### src/rtl/pimc_irq_rx_if.sv
// Purpose : bundles the PIMC notify/ack pair and the core-side interrupt delivery bus.
// Latency : n/a (wiring only).
// Backpressure: PIMC holds notify/lineno until irqack; core pops via irq_valid && irq_taken.
//
// Ports (signals):
//   notify, lineno           PIMC -> receiver, active-low message pending + line number
//   irqack                   receiver -> PIMC, one-cycle re-arm pulse
//   irq_en, ivt_base         core -> receiver, delivery gate and interrupt table base
//   irq_valid, irq_lineno,
//   irq_vector               receiver -> core, queue head
//   irq_taken                core -> receiver, accept head
//   mask_we, mask_wdata,
//   drop_clr, irq_dropped    present only when IRQ_MASK_EN is defined
// modport slave is the receiver's view; modport master is the surrounding system's view.
interface pimc_irq_rx_if #(
   parameter int ADDR_WIDTH = 64,
   parameter int MASK_LINES = 32
);
   logic                  notify;
   logic [7:0]            lineno;
   logic                  irqack;
   logic                  irq_en;
   logic [ADDR_WIDTH-1:0] ivt_base;
   logic                  irq_valid;
   logic [7:0]            irq_lineno;
   logic [ADDR_WIDTH-1:0] irq_vector;
   logic                  irq_taken;
`ifdef IRQ_MASK_EN
   logic                  mask_we;
   logic [MASK_LINES-1:0] mask_wdata;
   logic                  drop_clr;
   logic                  irq_dropped;

   modport slave (
      input  notify, lineno, irq_en, ivt_base, irq_taken, mask_we, mask_wdata, drop_clr,
      output irqack, irq_valid, irq_lineno, irq_vector, irq_dropped
   );
   modport master (
      output notify, lineno, irq_en, ivt_base, irq_taken, mask_we, mask_wdata, drop_clr,
      input  irqack, irq_valid, irq_lineno, irq_vector, irq_dropped
   );
`else
   modport slave (
      input  notify, lineno, irq_en, ivt_base, irq_taken,
      output irqack, irq_valid, irq_lineno, irq_vector
   );
   modport master (
      output notify, lineno, irq_en, ivt_base, irq_taken,
      input  irqack, irq_valid, irq_lineno, irq_vector
   );
`endif
endinterface

### src/rtl/pimc_irq_rx.sv
// Purpose : PIMC interrupt receiver; captures notified lines into an in-order queue and delivers them to the core.
// Latency : irqack one cycle after capture; queued line visible on irq_* the cycle after capture.
// Backpressure: queue full -> no capture, no ack, PIMC holds its message; irq_en=0 holds the queue.
//
// Ports:
//   clk   system clock
//   rst   asynchronous reset, active-high
//   bus   pimc_irq_rx_if.slave (PIMC notify/lineno/irqack, core irq_* delivery, optional mask controls)
// Optional feature: define IRQ_MASK_EN to add the per-line mask register and sticky irq_dropped flag.
module pimc_irq_rx #(
   parameter int FIFO_DEPTH     = 4,
   parameter int IRQTAB_ENTSIZE = 8,
   parameter int ADDR_WIDTH     = 64,
   parameter int MASK_LINES     = 32
) (
   input  logic         clk,
   input  logic         rst,
   pimc_irq_rx_if.slave bus
);

   localparam int PW = $clog2(FIFO_DEPTH);
   localparam int CW = PW + 1;
   localparam logic [ADDR_WIDTH-1:0] ENT_SIZE  = ADDR_WIDTH'(IRQTAB_ENTSIZE);
   localparam logic [CW-1:0]         DEPTH_CNT = CW'(FIFO_DEPTH);

   // Pointers wrap by natural overflow, so the depth must be a power of two.
   if (FIFO_DEPTH < 2 || (FIFO_DEPTH & (FIFO_DEPTH - 1)) != 0 || MASK_LINES < 1) begin : g_bad_param
      $error("pimc_irq_rx: FIFO_DEPTH must be a power of 2 >= 2 and MASK_LINES >= 1");
   end

   typedef enum logic [1:0] {
      ST_ARM,
      ST_IDLE,
      ST_REARM
   } state_t;

   state_t        state_q, state_d;
   logic          irqack_q, irqack_d;
   logic [7:0]    fifo_q [FIFO_DEPTH];
   logic [7:0]    fifo_d [FIFO_DEPTH];
   logic [PW-1:0] wr_ptr_q, wr_ptr_d;
   logic [PW-1:0] rd_ptr_q, rd_ptr_d;
   logic [CW-1:0] count_q, count_d;

   logic          empty;
   logic          full;
   logic          push;
   logic          pop;
   logic          irq_valid;
   logic          line_masked;
   logic          drop_set;
   logic [7:0]    head_line;

   assign empty     = (count_q == '0);
   assign full      = (count_q == DEPTH_CNT);
   assign head_line = fifo_q[rd_ptr_q];
   assign irq_valid = !empty && bus.irq_en;
   assign pop       = irq_valid && bus.irq_taken;

   assign bus.irqack     = irqack_q;
   assign bus.irq_valid  = irq_valid;
   assign bus.irq_lineno = empty ? 8'd0 : head_line;
   // Zero-extend before scaling; the add wraps modulo 2^ADDR_WIDTH.
   assign bus.irq_vector = empty ? '0 : (bus.ivt_base + ADDR_WIDTH'(head_line) * ENT_SIZE);

`ifdef IRQ_MASK_EN
   logic [MASK_LINES-1:0] mask_q, mask_d;
   logic [MASK_LINES-1:0] mask_shift;
   logic                  dropped_q, dropped_d;

   // Shift instead of indexing so out-of-range line numbers never form a bad select.
   assign mask_shift  = mask_q >> bus.lineno;
   assign line_masked = (int'(bus.lineno) < MASK_LINES) && mask_shift[0];
   assign bus.irq_dropped = dropped_q;

   always_comb begin
      mask_d    = mask_q;
      dropped_d = dropped_q;
      if (bus.mask_we) begin
         mask_d = bus.mask_wdata;
      end
      if (bus.drop_clr) begin
         dropped_d = 1'b0;
      end
      // A drop in the same cycle as a clear must remain visible.
      if (drop_set) begin
         dropped_d = 1'b1;
      end
   end
`else
   assign line_masked = 1'b0;
`endif

   // Capture FSM: one ack per notify episode, then wait for the PIMC to drop notify.
   always_comb begin
      state_d  = state_q;
      irqack_d = 1'b0;
      push     = 1'b0;
      drop_set = 1'b0;
      case (state_q)
         ST_ARM: begin
            // PIMC powers up unarmed; one unsolicited ack lets it present pending lines.
            irqack_d = 1'b1;
            state_d  = ST_REARM;
         end
         ST_IDLE: begin
            if (!bus.notify) begin
               if (line_masked) begin
                  // Masked lines are consumed even when the queue is full.
                  irqack_d = 1'b1;
                  drop_set = 1'b1;
                  state_d  = ST_REARM;
               end else if (!full) begin
                  // Full is checked before any same-cycle pop.
                  push     = 1'b1;
                  irqack_d = 1'b1;
                  state_d  = ST_REARM;
               end
            end
         end
         ST_REARM: begin
            if (bus.notify) begin
               state_d = ST_IDLE;
            end
         end
         default: begin
            state_d = ST_ARM;
         end
      endcase
   end

   always_comb begin
      fifo_d   = fifo_q;
      wr_ptr_d = wr_ptr_q;
      rd_ptr_d = rd_ptr_q;
      count_d  = count_q + CW'(push) - CW'(pop);
      if (push) begin
         fifo_d[wr_ptr_q] = bus.lineno;
         wr_ptr_d         = wr_ptr_q + 1'b1;
      end
      if (pop) begin
         rd_ptr_d = rd_ptr_q + 1'b1;
      end
   end

   always_ff @(posedge clk or posedge rst) begin
      if (rst) begin
         state_q   <= ST_ARM;
         irqack_q  <= 1'b0;
         fifo_q    <= '{default: 8'd0};
         wr_ptr_q  <= '0;
         rd_ptr_q  <= '0;
         count_q   <= '0;
`ifdef IRQ_MASK_EN
         mask_q    <= '0;
         dropped_q <= 1'b0;
`endif
      end else begin
         state_q   <= state_d;
         irqack_q  <= irqack_d;
         fifo_q    <= fifo_d;
         wr_ptr_q  <= wr_ptr_d;
         rd_ptr_q  <= rd_ptr_d;
         count_q   <= count_d;
`ifdef IRQ_MASK_EN
         mask_q    <= mask_d;
         dropped_q <= dropped_d;
`endif
      end
   end

endmodule

### src/flat_wrapper.sv
// flat-port wrapper written by rule: the top's interface ports become plain ports
module pimc_irq_rx_flat 
#(
   parameter int FIFO_DEPTH     = 4,
   parameter int IRQTAB_ENTSIZE = 8,
   parameter int ADDR_WIDTH     = 64,
   parameter int MASK_LINES     = 32
)
  (clk, rst, bus_notify, bus_lineno, bus_irq_en, bus_ivt_base, bus_irq_taken, bus_irqack, bus_irq_valid, bus_irq_lineno, bus_irq_vector);
  pimc_irq_rx_if #(.ADDR_WIDTH(ADDR_WIDTH), .MASK_LINES(MASK_LINES)) bus_i ();
  input  logic clk;
  input  logic rst;
  input wire logic [$bits(bus_i.notify)-1:0] bus_notify;
  input wire logic [$bits(bus_i.lineno)-1:0] bus_lineno;
  input wire logic [$bits(bus_i.irq_en)-1:0] bus_irq_en;
  input wire logic [$bits(bus_i.ivt_base)-1:0] bus_ivt_base;
  input wire logic [$bits(bus_i.irq_taken)-1:0] bus_irq_taken;
  output wire logic [$bits(bus_i.irqack)-1:0] bus_irqack;
  output wire logic [$bits(bus_i.irq_valid)-1:0] bus_irq_valid;
  output wire logic [$bits(bus_i.irq_lineno)-1:0] bus_irq_lineno;
  output wire logic [$bits(bus_i.irq_vector)-1:0] bus_irq_vector;
  assign bus_i.notify = bus_notify;
  assign bus_i.lineno = bus_lineno;
  assign bus_i.irq_en = bus_irq_en;
  assign bus_i.ivt_base = bus_ivt_base;
  assign bus_i.irq_taken = bus_irq_taken;
  assign bus_irqack = bus_i.irqack;
  assign bus_irq_valid = bus_i.irq_valid;
  assign bus_irq_lineno = bus_i.irq_lineno;
  assign bus_irq_vector = bus_i.irq_vector;
  pimc_irq_rx #(.FIFO_DEPTH(FIFO_DEPTH), .IRQTAB_ENTSIZE(IRQTAB_ENTSIZE), .ADDR_WIDTH(ADDR_WIDTH), .MASK_LINES(MASK_LINES)) u_core (.clk(clk), .rst(rst), .bus(bus_i));
endmodule
### config.mk
export PLATFORM = sky130hd
export DESIGN_NAME = pimc_irq_rx_flat
export DESIGN_NICKNAME = d
export VERILOG_FILES = /design/src/rtl/pimc_irq_rx_if.sv /design/src/rtl/pimc_irq_rx.sv /design/src/flat_wrapper.sv
export SDC_FILE = /design/constraint.sdc
export NUM_CORES = 1
export LEC_CHECK = 0
export CAP_MARGIN = 20
export CORE_MARGIN = 2
export CORE_UTILIZATION = 40
export DETAILED_ROUTE_END_ITERATION = 6
export GPL_ROUTABILITY_DRIVEN = 0
export PLACE_DENSITY = 0.73
export SYNTH_ARGS = -nofsm -noshare
export SYNTH_HDL_FRONTEND = slang
export SYNTH_SLANG_ARGS = --single-unit
### constraint.sdc
create_clock -name clk -period 4.1 [get_ports clk]
set_input_delay 0.82 -clock clk [delete_from_list [all_inputs] [get_ports clk]]
set_output_delay 0.82 -clock clk [all_outputs]
set_load 0.05 [all_outputs]
==> impl_metrics.yaml, run 1 <==
synth:
  syn_avg_cell_area_um2: 8.771
  synth_cells: 482
  ys.flop_type: "dfrtp_1"
  synth-edff-count: 0
  yosysSeqAreaShare: 0.2486
  synthTopCellsByCount: "nand2_1 (56), dfrtp_1 (42), mux2_2 (32)"
  synth.most_common_cell: "nand2_1"
  syn-num-nets: 575
  synth-seq-cells: 42
  yosys.area.top_type: "dfrtp_1"
  syn_area_um2: 4228
  synth_top_area_frac: 0.2486
  yosysWarnings: 0
  synthTopCellsByArea: "dfrtp_1 (25%), mux2_2 (8.5%), mux2i_1 (6.2%)"
  ys_types: 59
  async_flop_share: 1.000
timing:
  final.setup.tns_ns: -0.5258
  worstMarginPinSlew_ns: 0.9845
  setup_slack_ns: -0.07115
  maxSlewViolCount: 0
  finalHoldViolCount: 0
  maxSlewHeadroom: 0.3401
  skew_ns: 0.009438
  rsz0062_at_grt: "yes"
  period_needed_ns: 4.171
  max_freq_mhz: 239.7
  setup_viol: 17
  post-route-period-util: 1.017
routing:
  routed-wl-met3_um: 955
  wl_mm: 14.97
  wl_per_cell_um: 18.81
  top_layer: "met4"
  vias_per_cell: 5.771
  first_pass_iters: 5
  drt_iter0_drc: 277
  met2WireLength_mm: 7.759
  drc: 0
  m1WireLength_mm: 5.942
  ant_nets: 0
  vias: 4594
finish:
  fin_nets: 752
  area_growth_pct: 78.43
  num_antenna_cells: 0
  design_area_um2: 7543
  drive_gt1_frac: 0.4076
die:
  rows: 37
  initial_core_util: 0.4114
  die_x_um: 106.8
  die_h_um: 106.8
  dieArea_um2: 11410
  core_um2: 10280
  ios: 151
grt:
  overflow: 0
  grt.total_usage: 0.2410
  grt_pass1_vias: 4446
  grt_max_degree: 43
  grt_pass1_wl_mm: 22.28
  antenna_found_initial: 0
clocking:
  clockBufferDepth: 2
  numCtsBuffers: 5
  clk_pin_slew_ns: 0.08
  h-tree-depth: 2
  cts-hold-fix-buffers: 0
  cts_root_buffer: "clkbuf_8"
  clock_latency_ns: 0.30
  cts_sinks: 42
  cts_tree: "built"
worst_hold_path:
  hp-class: "flop to flop"
outcome:
  status: "complete, but fails checks"
  violations: "negative setup slack"
power:
  peakVddDrop_uv: 544.4
  leakage_nw: 2.991
  power_density_nw_per_um2: 693.9
critical_path:
  worstSetupPathType: "flop to primary output"
  cp_max_fo: 6
  worstSetupEndpointType: "primary output"
  startpoint_type: "flop"
  cp.arrival_ns: 3.35
  worstPathRequired_ns: 3.28
place:
  hpwl_mm: 10.89
  placed_area_um2: 6798
  port_buffers: 150
run:
  cap_viol_max_count: 0
## metal layers
layer,vias to the layer above,GRT usage
met5,-,0
met4,0,0.05473
met3,28,0.03100
met2,191,0.4449
met1,2243,0.2982
li1,2132,-
## critical path: stages (launching register included)
cell and delay (ns):
dfrtp_2 0.43, buf_6 0.12, buf_6 0.10, mux4_2 0.55
fa_2 0.40, a211oi_2 0.26, o21ai_2 0.15, o2111ai_4 0.36
clkbuf_16 0.23, nor3_2 0.05, mux2i_2 0.25, buf_12 0.17
## registers in the layout (all words and copies together) (netlist names)
name / count
u_core.bus.irqack: 1
u_core.count_q: 3
u_core.fifo_q: 32
u_core.rd_ptr_q: 2
u_core.state_q: 2
u_core.wr_ptr_q: 2
## report_power, final
part           switching (mW)  leakage (nW)  internal (mW)
sequential              0.127         0.535          0.581
combinational            2.31          2.39           1.82
clock                   0.139        0.0714          0.260
## cell type report
| type | instances | area [um2] |
|---|---|---|
| clock buffers | 6 | 82.58 |
| flip-flops and latches | 42 | 1052 |
| clock inverters | 2 | 60.06 |
| fillers | 721 | 2734 |
| inverters | 10 | 37.54 |
| repair buffers | 200 | 2519 |
| well taps | 136 | 170.2 |
| multi-input cells | 400 | 3622 |
## cells by family (layout without fill, tap and decap cells)
| logic type | Yosys count | in the layout | synth area share |
|---|---|---|---|
| XOR/XNOR | 15 | 15 | 0.03108 |
| AO/OA/AOI/OAI | 93 | 94 | 0.1625 |
| AND/OR/NAND/NOR | 209 | 209 | 0.2740 |
| flip-flops | 42 | 42 | 0.2486 |
| adder cells (fa/ha/maj) | 16 | 16 | 0.05090 |
| buffers and inverters | 41 | 218 | 0.04350 |
| multiplexers | 66 | 66 | 0.1894 |
## metrics by stage
step / hold WS, ns / instances / utilization / power (mW) / setup WS (ns)
after detailed placement: 0.4620 / 775 / 0.6614 / 4.557 / -0.08053
after floorplan: 0.4223 / 482 / - / 2.975 / -0.1412
final: 0.4717 / 796 / 0.7340 / 5.234 / -0.07115
after global routing: 0.4986 / 796 / 0.7340 / 5.479 / -0.1558
after global placement: 0.4360 / 775 / 0.6614 / 4.466 / -0.03019
after CTS: 0.4779 / 783 / 0.6904 / 5.055 / -0.04314
## what timing repair did
item | CTS | global route
gates resized for setup | 25 | 63
setup buffers | 0 | 11
hold endpoints to repair | 0 | 0
setup endpoints to repair | 52 | 50
pin swaps | 6 | 31
cloned | 0 | 3
## placed cells by master, fill, tap and decap left out, types with 7 or more instances in the layout
master and instances:
mux2_2 32, mux2i_2 20, o211ai_1 10, inv_1 10, nor2_1 16, nand4_1 11
clkdlybuf4s50_1 91, and3_1 7, buf_12 57, nand2_1 49, nand3_1 27, mux4_2 8
ha_1 7, or4_4 9, xor2_1 8, nand2b_1 30, dfrtp_1 41, a21oi_2 16
buf_6 7, buf_4 41, and2_1 20, and4_1 7, a21oi_1 8
## final timing paths
check / from / end / slack, ns / depth (start not counted)
max: u_core.rd_ptr_q[0] / bus_irq_vector[49] / -0.07 / 11
min: u_core.state_q[1] / u_core.bus.irqack / 0.47 / 1
max reg2reg: u_core.count_q[1] / u_core.count_q[2] / 1.25 / 9
min reg2reg: u_core.state_q[1] / u_core.bus.irqack / 0.47 / 1
max in group asynchronous: rst / u_core.rd_ptr_q[0] / 2.76 / 3
min in group asynchronous: rst / u_core.state_q[1] / 0.96 / 3
No activity file was read; power rests on OpenSTA's default activity.
==> run 2, diff against run 1 <==
==> constraint.sdc (replaced) <==
create_clock -name clk -period 5.4 [get_ports clk]
set_input_delay 1.08 -clock clk [delete_from_list [all_inputs] [get_ports clk]]
set_output_delay 1.08 -clock clk [all_outputs]
set_load 0.05 [all_outputs]
==> impl_metrics.yaml, run 2 (same netlist as run 1, synthesis figures left out) <==
critical_path:
  startpoint_type: "flop"
  timing.rr.end: "u_core.count_q[2]"
  r2r_cells: 9
  cp.arrival_ns: 3.92
  worstSetupPathType: "flop to primary output"
  r2r_setup_slack_ns: 2.39
  cp_max_fo: 16
  r2r-start: "u_core.count_q[1]"
  worstSetupEndpointType: "primary output"
  worstPathRequired_ns: 4.32
power:
  power_mw: 3.456
  leakage_nw: 2.585
  power_density_nw_per_um2: 537.8
  peakVddDrop_uv: 484.6
die:
  die_h_um: 106.8
  initial_core_util: 0.4114
  ios: 151
  core_um2: 10280
  die_x_um: 106.8
  dieArea_um2: 11410
  rows: 37
timing:
  setup_viol: 0
  maxSlewViolCount: 0
  maxSlewHeadroom: 0.4714
  period_needed_ns: 5.002
  post-route-period-util: 0.9264
  whs_ns: 0.4526
  max_freq_mhz: 199.9
  skew_ns: 0.005870
  finalHoldViolCount: 0
  worstMarginPinSlew_ns: 0.7928
  setup_slack_ns: 0.3977
  rsz0062_at_grt: "no"
  final.setup.tns_ns: 0
clocking:
  cts_resized: 0
  cts_root_buffer: "clkbuf_8"
  cts_sinks: 42
  clock_latency_ns: 0.29
  h-tree-depth: 2
  cts_tree: "built"
  cts-hold-fix-buffers: 0
  numCtsBuffers: 5
  postCtsSetupBuffers: 0
  clk_pin_slew_ns: 0.08
  clockBufferDepth: 2
run:
  cap_viol_max_count: 0
worst_hold_path:
  hp-class: "flop to flop"
  hp-start: "u_core.state_q[1]"
  min_path_cells: 1
  min_to: "u_core.bus.irqack"
grt:
  met2_usage: 0.4054
  met1_usage: 0.2969
  grt_pass1_wl_mm: 21.27
  grt.total_usage: 0.2286
  grtUsageMet3: 0.03222
  grt_max_degree: 48
  grt_pass1_vias: 4280
  antenna_found_initial: 0
  overflow: 0
  grt-busiest-layer: "met2"
routing:
  vias_per_cell: 5.687
  ant_nets: 0
  wl_mm: 13.18
  wl_per_cell_um: 17.46
  drt_iter0_drc: 224
  first_pass_iters: 5
  drc: 0
  vias: 4294
place:
  pre_cts_slack_ns: 0.4221
  placed_cells_incl_taps: 747
  placed_area_um2: 6284
  port_buffers: 150
  hpwl_mm: 10.31
outcome:
  status: "complete, no violations"
finish:
  instances_no_fill: 755
  drive_gt1_frac: 0.2003
  num_antenna_cells: 0
  fin_nets: 711
  design_area_um2: 6426
  largest_reg_flops: 32
  area_growth_pct: 52.00
  reg_top3: "u_core.fifo_q (32), u_core.count_q (3)"
  finish.utilization: 0.6253
  final_common_cell: "clkdlybuf4s50_1"
  fillers: 848
  regMostFlops: "u_core.fifo_q"
  layout_common_cells: "clkdlybuf4s50_1 (103), nand2_1 (56), buf_12 (45), dfrtp_1 (42), mux2_2 (32)"
[run 2: cell type report]
| type | count | area (um2) | area share |
|---|---|---|---|
| clock buffers | 6 | 82.58 | 0.01285 |
| multi-input cells | 399 | 3003 | 0.4673 |
| clock inverters | 2 | 60.06 | 0.009346 |
| inverters | 10 | 37.54 | 0.005841 |
| repair buffers | 160 | 2022 | 0.3146 |
| flip-flops and latches | 42 | 1051 | 0.1636 |
| well taps | 136 | 170.2 | 0.02648 |
[run 2: worst max-delay path by stage]
stage                       start            endpoint  slack [ns]
6_report       u_core.rd_ptr_q[0]  bus_irq_vector[52]        0.40
5_1_grt        u_core.rd_ptr_q[0]  bus_irq_vector[14]        0.11
4_1_cts        u_core.rd_ptr_q[0]  bus_irq_vector[52]        0.37
3_5_place_dp      bus_ivt_base[9]  bus_irq_vector[52]        0.42
3_3_place_gp      bus_ivt_base[3]  bus_irq_vector[15]        0.49
2_1_floorplan  u_core.rd_ptr_q[0]  bus_irq_vector[63]        0.38
[run 2: critical path, cell delays in order, from the launching register on]
cell and delay, ns:
dfrtp_1 0.55, buf_4 0.23, mux4_2 0.56, ha_1 0.41
a21oi_1 0.14, or3_1 0.60, buf_4 0.30, a211oi_1 0.31
mux2i_1 0.34, buf_12 0.18
[run 2: metal layers]
| layer | up-vias | wire length (um) |
|---|---|---|
| li1 | 2060 | - |
| met1 | 2070 | 5603 |
| met2 | 151 | 6669 |
| met3 | 13 | 736 |
| met4 | 0 | 170 |
| met5 | - | 0 |
[run 2: power breakdown]
part,leakage (nW),switching (mW),internal [mW]
Combinational,1.98,1.56,1.05
Sequential,0.536,0.101,0.440
Clock,0.0714,0.105,0.197
Total,2.59,1.77,1.69
